--- config.mk ---
export PLATFORM = sky130hd
export DESIGN_NAME = mem_arbiter_flat
export DESIGN_NICKNAME = d
export VERILOG_FILES = /design/src/rtl/mem_arbiter_if.sv /design/src/rtl/mem_arbiter.sv /design/src/flat_wrapper.sv
export SDC_FILE = /design/constraint.sdc
export NUM_CORES = 1
export LEC_CHECK = 0
export ABC_AREA = 1
export CORE_UTILIZATION = 40
export DETAILED_ROUTE_END_ITERATION = 16
export DONT_BUFFER_PORTS = 1
export PLACE_DENSITY = 0.55
export SETUP_SLACK_MARGIN = 0.05
export SLEW_MARGIN = 20
export SYNTH_ARGS = -nofsm -noshare
export SYNTH_HDL_FRONTEND = slang
export SYNTH_SLANG_ARGS = --single-unit
export TNS_END_PERCENT = 100
--- constraint.sdc ---
create_clock -name clk -period 7.4 [get_ports clk]
set_input_delay 1.48 -clock clk [delete_from_list [all_inputs] [get_ports clk]]
set_output_delay 1.48 -clock clk [all_outputs]
set_load 0.05 [all_outputs]
--- src/rtl/mem_arbiter_if.sv ---
// -----------------------------------------------------------------------------
// mem_arbiter_if
//   Bus bundle between two requesting ports (A = instruction fetch,
//   B = data access), the arbiter, and an asynchronous-handshake memory.
//
//   Requester side, per port x in {a, b}:
//     x_req    requester -> arbiter   request, held high until x_ack
//     x_rw     requester -> arbiter   1 = read, 0 = write
//     x_addr   requester -> arbiter   address
//     x_wdata  requester -> arbiter   write data
//     x_ack    arbiter -> requester   one-cycle completion pulse
//     x_rdata  arbiter -> requester   read data, valid from x_ack onward
//   err          arbiter -> requester   one-cycle pulse with the ack on timeout
//
//   Memory side:
//     mem_en       arbiter -> memory  enable, memory acts on its rising edge
//     mem_rw       arbiter -> memory  1 = read, 0 = write
//     mem_mar      arbiter -> memory  address
//     mem_mdr_out  arbiter -> memory  write data
//     mem_mdr_in   memory -> arbiter  read data
//     mem_mfc      memory -> arbiter  memory-function-complete (asynchronous)
//
//   Modports: slave = the arbiter, master = the environment around it.
// -----------------------------------------------------------------------------
interface mem_arbiter_if #(
   parameter int DATA_W = 16,
   parameter int ADDR_W = 16
);
   logic              a_req;
   logic              a_rw;
   logic [ADDR_W-1:0] a_addr;
   logic [DATA_W-1:0] a_wdata;
   logic              a_ack;
   logic [DATA_W-1:0] a_rdata;

   logic              b_req;
   logic              b_rw;
   logic [ADDR_W-1:0] b_addr;
   logic [DATA_W-1:0] b_wdata;
   logic              b_ack;
   logic [DATA_W-1:0] b_rdata;

   logic              err;

   logic              mem_en;
   logic              mem_rw;
   logic [ADDR_W-1:0] mem_mar;
   logic [DATA_W-1:0] mem_mdr_out;
   logic [DATA_W-1:0] mem_mdr_in;
   logic              mem_mfc;

   modport slave (
      input  a_req, a_rw, a_addr, a_wdata,
      output a_ack, a_rdata,
      input  b_req, b_rw, b_addr, b_wdata,
      output b_ack, b_rdata,
      output err,
      output mem_en, mem_rw, mem_mar, mem_mdr_out,
      input  mem_mdr_in, mem_mfc
   );

   modport master (
      output a_req, a_rw, a_addr, a_wdata,
      input  a_ack, a_rdata,
      output b_req, b_rw, b_addr, b_wdata,
      input  b_ack, b_rdata,
      input  err,
      input  mem_en, mem_rw, mem_mar, mem_mdr_out,
      output mem_mdr_in, mem_mfc
   );
endinterface

--- src/rtl/mem_arbiter.sv ---
// -----------------------------------------------------------------------------
// mem_arbiter
//   Round-robin arbiter granting one of two ports (A, B) access to a single
//   memory with an asynchronous enable / function-complete handshake.
//
//   A transaction walks IDLE -> ISSUE -> RELEASE -> DONE -> IDLE:
//     IDLE     pick a port, latch its rw/addr/wdata onto the memory bus
//     ISSUE    mem_en high, wait for synchronized MFC to rise
//     RELEASE  mem_en low, wait for synchronized MFC to fall
//     DONE     one-cycle ack to the granted port (plus err on timeout)
//   A wait counter aborts ISSUE or RELEASE into DONE with err after TIMEOUT.
//
//   Ports:
//     clk    single clock, rising edge
//     reset  asynchronous, active-high
//     bus    mem_arbiter_if.slave (requester ports A/B, err, memory bus)
//
//   Parameter:
//     TIMEOUT  cycles of wait counter per MFC edge before abort (8-bit)
// -----------------------------------------------------------------------------
module mem_arbiter #(
   parameter logic [7:0] TIMEOUT = 8'd255
) (
   input  logic           clk,
   input  logic           reset,
   mem_arbiter_if.slave   bus
);

   typedef enum logic [1:0] {
      IDLE    = 2'd0,
      ISSUE   = 2'd1,
      RELEASE = 2'd2,
      DONE    = 2'd3
   } state_t;

   state_t     state;
   state_t     state_nx;

   logic       mfc_p0;
   logic       mfc_p1;
   logic       mfc_s;

   logic [7:0] wait_cnt;
   logic       gnt_b;        // current transaction belongs to port B
   logic       last_b;       // most recent grant went to port B

   logic       grant;
   logic       grant_b_nx;
   logic       capture;
   logic       timeout_hit;
   logic       cnt_clr;
   logic       in_wait;

   // ---- MFC synchronizer: two flops, FSM only ever sees mfc_s ----
   always_ff @(posedge clk or posedge reset) begin
      if (reset) begin
         mfc_p0 <= 1'b0;
         mfc_p1 <= 1'b0;
      end else begin
         mfc_p0 <= bus.mem_mfc;
         mfc_p1 <= mfc_p0;
      end
   end

   assign mfc_s = mfc_p1;

   // ---- FSM state register ----
   always_ff @(posedge clk or posedge reset) begin
      if (reset) begin
         state <= IDLE;
      end else begin
         state <= state_nx;
      end
   end

   // ---- FSM next-state and strobes ----
   always_comb begin
      state_nx    = state;
      grant       = 1'b0;
      grant_b_nx  = 1'b0;
      capture     = 1'b0;
      timeout_hit = 1'b0;

      unique case (state)
         IDLE: begin
            if (bus.a_req || bus.b_req) begin
               grant = 1'b1;
               // B wins when it is alone, or when both ask and A went last.
               grant_b_nx = bus.b_req && (!bus.a_req || !last_b);
               state_nx   = ISSUE;
            end
         end
         ISSUE: begin
            // A completing handshake takes priority over a coincident timeout.
            if (mfc_s) begin
               capture  = bus.mem_rw;
               state_nx = RELEASE;
            end else if (wait_cnt == TIMEOUT) begin
               timeout_hit = 1'b1;
               state_nx    = DONE;
            end
         end
         RELEASE: begin
            if (!mfc_s) begin
               state_nx = DONE;
            end else if (wait_cnt == TIMEOUT) begin
               timeout_hit = 1'b1;
               state_nx    = DONE;
            end
         end
         DONE: begin
            // Always pass through IDLE so back-to-back grants get a gap.
            state_nx = IDLE;
         end
         default: begin
            state_nx = IDLE;
         end
      endcase

      in_wait = (state == ISSUE) || (state == RELEASE);
      cnt_clr = (state_nx != state) &&
                ((state_nx == ISSUE) || (state_nx == RELEASE));
   end

   // ---- Control registers: counter, grant tracking, strobes ----
   always_ff @(posedge clk or posedge reset) begin
      if (reset) begin
         wait_cnt   <= 8'd0;
         gnt_b      <= 1'b0;
         last_b     <= 1'b1;    // first contended grant after reset goes to A
         bus.mem_en <= 1'b0;
         bus.a_ack  <= 1'b0;
         bus.b_ack  <= 1'b0;
         bus.err    <= 1'b0;
      end else begin
         if (cnt_clr) begin
            wait_cnt <= 8'd0;
         end else if (in_wait) begin
            wait_cnt <= wait_cnt + 8'd1;
         end

         if (grant) begin
            gnt_b  <= grant_b_nx;
            last_b <= grant_b_nx;
         end

         // Registered from next state so mem_en is a clean flop output that
         // is high exactly for the ISSUE cycles.
         bus.mem_en <= (state_nx == ISSUE);
         bus.a_ack  <= (state_nx == DONE) && !gnt_b;
         bus.b_ack  <= (state_nx == DONE) &&  gnt_b;
         bus.err    <= timeout_hit;
      end
   end

   // ---- Datapath registers: memory bus latch and read-data capture ----
   always_ff @(posedge clk or posedge reset) begin
      if (reset) begin
         bus.mem_rw      <= 1'b0;
         bus.mem_mar     <= '0;
         bus.mem_mdr_out <= '0;
         bus.a_rdata     <= '0;
         bus.b_rdata     <= '0;
      end else begin
         // Bus fields are written only at the grant, so they hold steady
         // through ISSUE, RELEASE and DONE.
         if (grant) begin
            bus.mem_rw      <= grant_b_nx ? bus.b_rw    : bus.a_rw;
            bus.mem_mar     <= grant_b_nx ? bus.b_addr  : bus.a_addr;
            bus.mem_mdr_out <= grant_b_nx ? bus.b_wdata : bus.a_wdata;
         end

         // Only the granted port's rdata moves, and only on a completed read.
         if (capture) begin
            if (gnt_b) begin
               bus.b_rdata <= bus.mem_mdr_in;
            end else begin
               bus.a_rdata <= bus.mem_mdr_in;
            end
         end
      end
   end

endmodule
--- src/flat_wrapper.sv ---
// flat-port wrapper written by rule: the top's interface ports become plain ports
module mem_arbiter_flat 
#(
   parameter logic [7:0] TIMEOUT = 8'd255
)
  (clk, reset, bus_a_req, bus_a_rw, bus_a_addr, bus_a_wdata, bus_a_ack, bus_a_rdata, bus_b_req, bus_b_rw, bus_b_addr, bus_b_wdata, bus_b_ack, bus_b_rdata, bus_err, bus_mem_en, bus_mem_rw, bus_mem_mar, bus_mem_mdr_out, bus_mem_mdr_in, bus_mem_mfc);
  mem_arbiter_if bus_i ();
  input  logic clk;
  input  logic reset;
  input wire logic [$bits(bus_i.a_req)-1:0] bus_a_req;
  input wire logic [$bits(bus_i.a_rw)-1:0] bus_a_rw;
  input wire logic [$bits(bus_i.a_addr)-1:0] bus_a_addr;
  input wire logic [$bits(bus_i.a_wdata)-1:0] bus_a_wdata;
  output wire logic [$bits(bus_i.a_ack)-1:0] bus_a_ack;
  output wire logic [$bits(bus_i.a_rdata)-1:0] bus_a_rdata;
  input wire logic [$bits(bus_i.b_req)-1:0] bus_b_req;
  input wire logic [$bits(bus_i.b_rw)-1:0] bus_b_rw;
  input wire logic [$bits(bus_i.b_addr)-1:0] bus_b_addr;
  input wire logic [$bits(bus_i.b_wdata)-1:0] bus_b_wdata;
  output wire logic [$bits(bus_i.b_ack)-1:0] bus_b_ack;
  output wire logic [$bits(bus_i.b_rdata)-1:0] bus_b_rdata;
  output wire logic [$bits(bus_i.err)-1:0] bus_err;
  output wire logic [$bits(bus_i.mem_en)-1:0] bus_mem_en;
  output wire logic [$bits(bus_i.mem_rw)-1:0] bus_mem_rw;
  output wire logic [$bits(bus_i.mem_mar)-1:0] bus_mem_mar;
  output wire logic [$bits(bus_i.mem_mdr_out)-1:0] bus_mem_mdr_out;
  input wire logic [$bits(bus_i.mem_mdr_in)-1:0] bus_mem_mdr_in;
  input wire logic [$bits(bus_i.mem_mfc)-1:0] bus_mem_mfc;
  assign bus_i.a_req = bus_a_req;
  assign bus_i.a_rw = bus_a_rw;
  assign bus_i.a_addr = bus_a_addr;
  assign bus_i.a_wdata = bus_a_wdata;
  assign bus_a_ack = bus_i.a_ack;
  assign bus_a_rdata = bus_i.a_rdata;
  assign bus_i.b_req = bus_b_req;
  assign bus_i.b_rw = bus_b_rw;
  assign bus_i.b_addr = bus_b_addr;
  assign bus_i.b_wdata = bus_b_wdata;
  assign bus_b_ack = bus_i.b_ack;
  assign bus_b_rdata = bus_i.b_rdata;
  assign bus_err = bus_i.err;
  assign bus_mem_en = bus_i.mem_en;
  assign bus_mem_rw = bus_i.mem_rw;
  assign bus_mem_mar = bus_i.mem_mar;
  assign bus_mem_mdr_out = bus_i.mem_mdr_out;
  assign bus_i.mem_mdr_in = bus_mem_mdr_in;
  assign bus_i.mem_mfc = bus_mem_mfc;
  mem_arbiter #(.TIMEOUT(TIMEOUT)) u_core (.clk(clk), .reset(reset), .bus(bus_i));
endmodule
== Yosys cells after proc, flatten, opt, wreduce, memory -nomap -nowiden ==
Cells that the tools add are included.
Storage, ports and cells
  bits in registers: 83
  input port bits: 87
  output and inout bits: 69
  logic and storage cells: 60
Cells by class
  $add $sub $neg: 1
  equal/unequal tests: 8
  multiplexer cells: 20
  bitwise logic cells: 1
  reductions and logical operators: 15
Operator list (count)
  two-way mux 16 bit: 2
  two-way mux 8 bit: 2
  two-way mux 1 bit: 10
  adder 8 x 1 -> 8 bit (second input constant): 1
  == test 2 bit (second input constant): 4
  == test 8 bit (second input constant): 1
  two-way mux 2 bit: 4
  case mux 2 bit (4 select lines): 1
  == test 2 x 1 -> 1 bit (second input constant): 2
  logical AND 1 bit: 4
  logical OR 1 bit: 4
  AND reduction 2 bit: 2
  logical NOT 1 bit: 3
  logical NOT 2 bit: 1
  != test 2 bit: 1
  case mux 1 bit (2 select lines): 1
  nonzero test 2 bit: 1
  NOT 1 bit: 1

== Depth between registers and ports, before layout ==
  depth in word-level cells: 8
  depth in mapped cells: 11
  gate-level depth less buffers: 11

== Worst setup path before layout ==
Ideal clock, no wire load.
  kind: input port to flip-flop
  start point: input bus_b_req
  end point: register u_core.wait_cnt[0]
  arrival time: 2191 ps
  required time: 7280 ps
  path slack: 5089 ps
  stages on the path: 8
  cell sequence: nor2_1 -> nand2_1 -> nand2_1 -> a21oi_1 -> o21ai_2 -> nand3_2 -> nand2_4 -> nor2_1
On the way
  cells in the longest elaborated chain, start to end: 7
  elaborated cells between the ends (all ways): 10
RTL lines
  from (decl): RTL line flat_wrapper.sv:16  | input wire logic [$bits(bus_i.b_req)-1:0] bus_b_req;
  logical OR 1 bit *: RTL line mem_arbiter.sv:86  | if (bus.a_req || bus.b_req) begin
  two-way mux 2 bit *: RTL line mem_arbiter.sv:86
  case mux 2 bit (4 select lines) *: RTL line mem_arbiter.sv:84  | unique case (state)
  named net u_core.state_nx[1]: RTL line mem_arbiter.sv:37  | state_t state_nx;
  == test 2 x 1 -> 1 bit / == test 2 bit (equally long branches): RTL line mem_arbiter.sv:122  | ((state_nx == ISSUE) || (state_nx == RELEASE));
  logical OR 1 bit: RTL line mem_arbiter.sv:122
  logical AND 1 bit *: RTL line mem_arbiter.sv:121  | cnt_clr = (state_nx != state) &&
  two-way mux 8 bit / nonzero test 2 bit (equally long branches)
  to (signal assigned): RTL line mem_arbiter.sv:139  | wait_cnt <= wait_cnt + 8'd1;
  to (decl): RTL line mem_arbiter.sv:43  | logic [7:0] wait_cnt;
The timed path passes the listed nets; every way through them passes the cells marked *.
A chain may end at the register's enable or synchronous reset.

== Final worst setup path ==
  start point: input bus_a_req
  end point: register u_core.bus.mem_rw
On the way
  cells in the longest elaborated chain, start to end: 6
  elaborated cells between the ends (all ways): 9
RTL lines
  from (decl): RTL line flat_wrapper.sv:10  | input wire logic [$bits(bus_i.a_req)-1:0] bus_a_req;
  logical NOT 1 bit: RTL line mem_arbiter.sv:89  | grant_b_nx = bus.b_req && (!bus.a_req || !last_b);
  logical OR 1 bit: RTL line mem_arbiter.sv:89
  logical AND 1 bit: RTL line mem_arbiter.sv:89
  two-way mux 1 bit: RTL line mem_arbiter.sv:86
  two-way mux 1 bit: RTL line mem_arbiter.sv:84
  two-way mux 1 bit: RTL line mem_arbiter.sv:168  | bus.mem_rw <= grant_b_nx ? bus.b_rw : bus.a_rw;
  to (signal assigned): RTL line mem_arbiter.sv:168
  to (decl): RTL line mem_arbiter_if.sv:58  | output mem_en, mem_rw, mem_mar, mem_mdr_out,
Parallel ways exist; a longest one is shown, timed or not.

==> flow_metrics.env <==
export IMPL_worstSkewPairLatency_ps=350
export IMPL_cts_root_buf="clkbuf_8"
export IMPL_antenna_cells=0
export IMPL_boundaryPins=156
export IMPL_drive_above_1_share_pct=8.21
export IMPL_nets=489
export IMPL_slowest_delay_ps=790
export IMPL_cts_inserted_buffers=9
export IMPL_place_inst=494
export IMPL_die_area_sq_mm=0.00931
export IMPL_cp_num_buf_inv=1
export IMPL_die_h_microns=96.5
export IMPL_clk_pin_slew_ps=90
export IMPL_required_ps=7630
export IMPL_grt_pass1_vias=2301
export IMPL_place_hpwl_microns=5360
export IMPL_die_w_microns=96.5
export IMPL_setup_tns_ps=0
export IMPL_slew_violations=0
export IMPL_whs_path_depth=0
export IMPL_track_usage_pct=16.0
export IMPL_ant_nets=0
export IMPL_post_route_util_pct=44.5
export IMPL_cp_top_family="buffers and inverters"
export IMPL_min_period_over_period_pct=37.0
export IMPL_end_kind="flip-flop"
export IMPL_cp_cell_sequence="nand2_1 -> nand3_1 -> clkinv_1 -> o21ai_0 -> o22ai_1"
export IMPL_rr_startpoint="u_core.state[1]"
export IMPL_start_util_pct=41.1
export IMPL_seqCellArea_sq_mm=0.00208
export IMPL_core_area_sq_mm=0.00868
export IMPL_post_route_cell_area_sq_mm=0.00386
export IMPL_drc=0
export IMPL_worst_slew_pin_slew_ps=1020
export IMPL_finalSetupViolCount=0
export IMPL_r2r_cells=6
export IMPL_syn_area_per_cell_sq_um=8.88
export IMPL_timing_rr_end="u_core.bus.mem_rw"
export IMPL_ys_seq_elements=83
export IMPL_reg2reg_slack_ps=5020
export IMPL_grt_setup_unrepaired="no"
export IMPL_synthCells=402
export IMPL_stdcell_count=510
export IMPL_grt_pass1_wl_microns=11200
export IMPL_critPathSlowestCell="clkinv_1"
export IMPL_synth_nets=494
export IMPL_hold_violations=0
export IMPL_cts_repair_resized=0
export IMPL_cts_path_max_buffers=2
export IMPL_globalplace_congestion=0.766
export IMPL_maxSlewHeadroom_pct=31.9
export IMPL_drt_wl_total_microns=7910
export IMPL_cts_htree_levels=3
export IMPL_fmax_mhz=365
export IMPL_seq_area_frac_synth_pct=58.2
export IMPL_cts_tree="done"
export IMPL_num_rows=34
export IMPL_max_cap_violations=0
export IMPL_crit_path_max_fanout=33
export IMPL_multiInputGateArea_sq_mm=0.00131
export IMPL_viasPerCell=5.12
export IMPL_status="completed"
export IMPL_drt_iter0_drc=114
export IMPL_fin_skew_ps=11.0
export IMPL_ctsHoldBuffers=0
export IMPL_antenna_found_initial=0
export IMPL_fill_cells=884
export IMPL_wl_per_cell_microns=15.5
export IMPL_cts_setup_buffers=0
export IMPL_post_dp_cell_area_sq_mm=0.00366
export IMPL_grt_start_max_net_pins=84
export IMPL_fin_crit_ps=2740
export IMPL_dr_pass1_iters=4
export IMPL_tritoncts_num_sinks=83
export IMPL_portBuffers=0
export IMPL_vias=2610
export IMPL_synth_cell_types=26
export IMPL_critPathKind="input pin to flip-flop"
export IMPL_cp_start_kind="input pin"
export IMPL_hold_class="flip-flop to flip-flop"
export IMPL_min_delay_start="u_core.mfc_p0"
export IMPL_hold_end="u_core.mfc_p1"
export IMPL_overflow=0
export IMPL_syn_area_sq_mm=0.00357
export IMPL_synthToLayoutAreaGrowth_pct=8.17
export IMPL_crit_arrival_ps=2970
export IMPL_ys_warn_count=0
[per-layer routing]
| metal | vias up | GRT usage, % | part of all wire (%) |
|---|---|---|---|
| met5 | - | 0 | 0 |
| met4 | 0 | 5.88 | 0.83 |
| met3 | 6 | 7.12 | 9.1 |
| met2 | 104 | 24.2 | 47 |
| met1 | 1223 | 20.3 | 43 |
| li1 | 1277 | - | - |
[cells in the final DEF (no fill, tap or decap), types with 3 or more instances in the layout]
cell type,n
ha_1,5
nand2_1,116
a31oi_1,32
o21ai_0,36
nor2_1,50
xor2_1,4
clkinv_4,3
xnor2_1,3
dfrtp_1,82
inv_1,28
clkbuf_8,9
a21oi_1,5
nand2_2,3
[synthesized netlist by cell type]
master	instances	share of area (%)
nand2_1	116	12
dfrtp_1	82	57
nor2_1	51	5.4
o21ai_0	36	5.0
a31oi_1	32	5.6
inv_1	30	3.2
clkbuf_1	12	1.3
buf_2	7	0.98
a21oi_1	5	0.70
ha_1	5	1.8
xor2_1	4	0.98
nand2_2	3	0.53
xnor2_1	3	0.74
nand3_1	2	0.28
nand3_2	2	0.56
nor2_2	2	0.35
a21oi_4	1	0.46
dfstp_2	1	0.74
mux2i_1	1	0.28
nand2_4	1	0.32
nand3b_1	1	0.21
nor3_1	1	0.14
nor3_2	1	0.28
nor4_1	1	0.18
o21ai_2	1	0.25
o22ai_1	1	0.18
[area by class of cell]
cell class / instances / area share, %
multi-input combinational: 270 / 33.8
clock buffer: 9 / 3.21
sequential: 83 / 53.8
timing repair buffer: 3 / 0.680
clock inverter: 7 / 2.01
inverter: 30 / 2.95
tap: 108 / 3.50
[sequential cells by signal (all words and copies together) (netlist names), 2 cells and up]
signal,flops
u_core.bus.mem_mdr_out,16
u_core.bus.b_rdata,16
u_core.state,2
u_core.bus.a_rdata,16
u_core.bus.mem_mar,16
u_core.wait_cnt,8
[cell families after synthesis]
| family | count (synthesis) | share of synthesized area (%) |
|---|---|---|
| xor+xnor | 7 | 1.72 |
| simple gates | 181 | 20.4 |
| mux | 1 | 0.280 |
| fa+ha+maj | 5 | 1.75 |
| compound gates | 76 | 12.2 |
| buf+inv | 49 | 5.40 |
| flops | 83 | 58.2 |
[worst max path at each step]
| stage | from | end | depth (start not counted) |
|---|---|---|---|
| after floorplan | reset | u_core.bus.a_ack | 1 |
| after global placement | bus_a_req | u_core.bus.mem_rw | 5 |
| after global routing | bus_a_req | u_core.bus.mem_rw | 5 |
| after CTS | u_core.bus.mem_mdr_out[7] | bus_mem_mdr_out[7] | 0 |
| final | bus_a_req | u_core.bus.mem_rw | 5 |
| after detailed placement | bus_a_req | u_core.bus.mem_rw | 5 |
[stage by stage]
stage | hold WS, ps | setup WS [ps]
floorplan | 331 | 3780
global placement | 342 | 4610
detailed placement | 342 | 4550
CTS | 364 | 4870
global route | 376 | 4440
finish | 358 | 4660
Power is not shown: default switching activity piles up to over one toggle a cycle in this logic, so the estimate is an artifact.
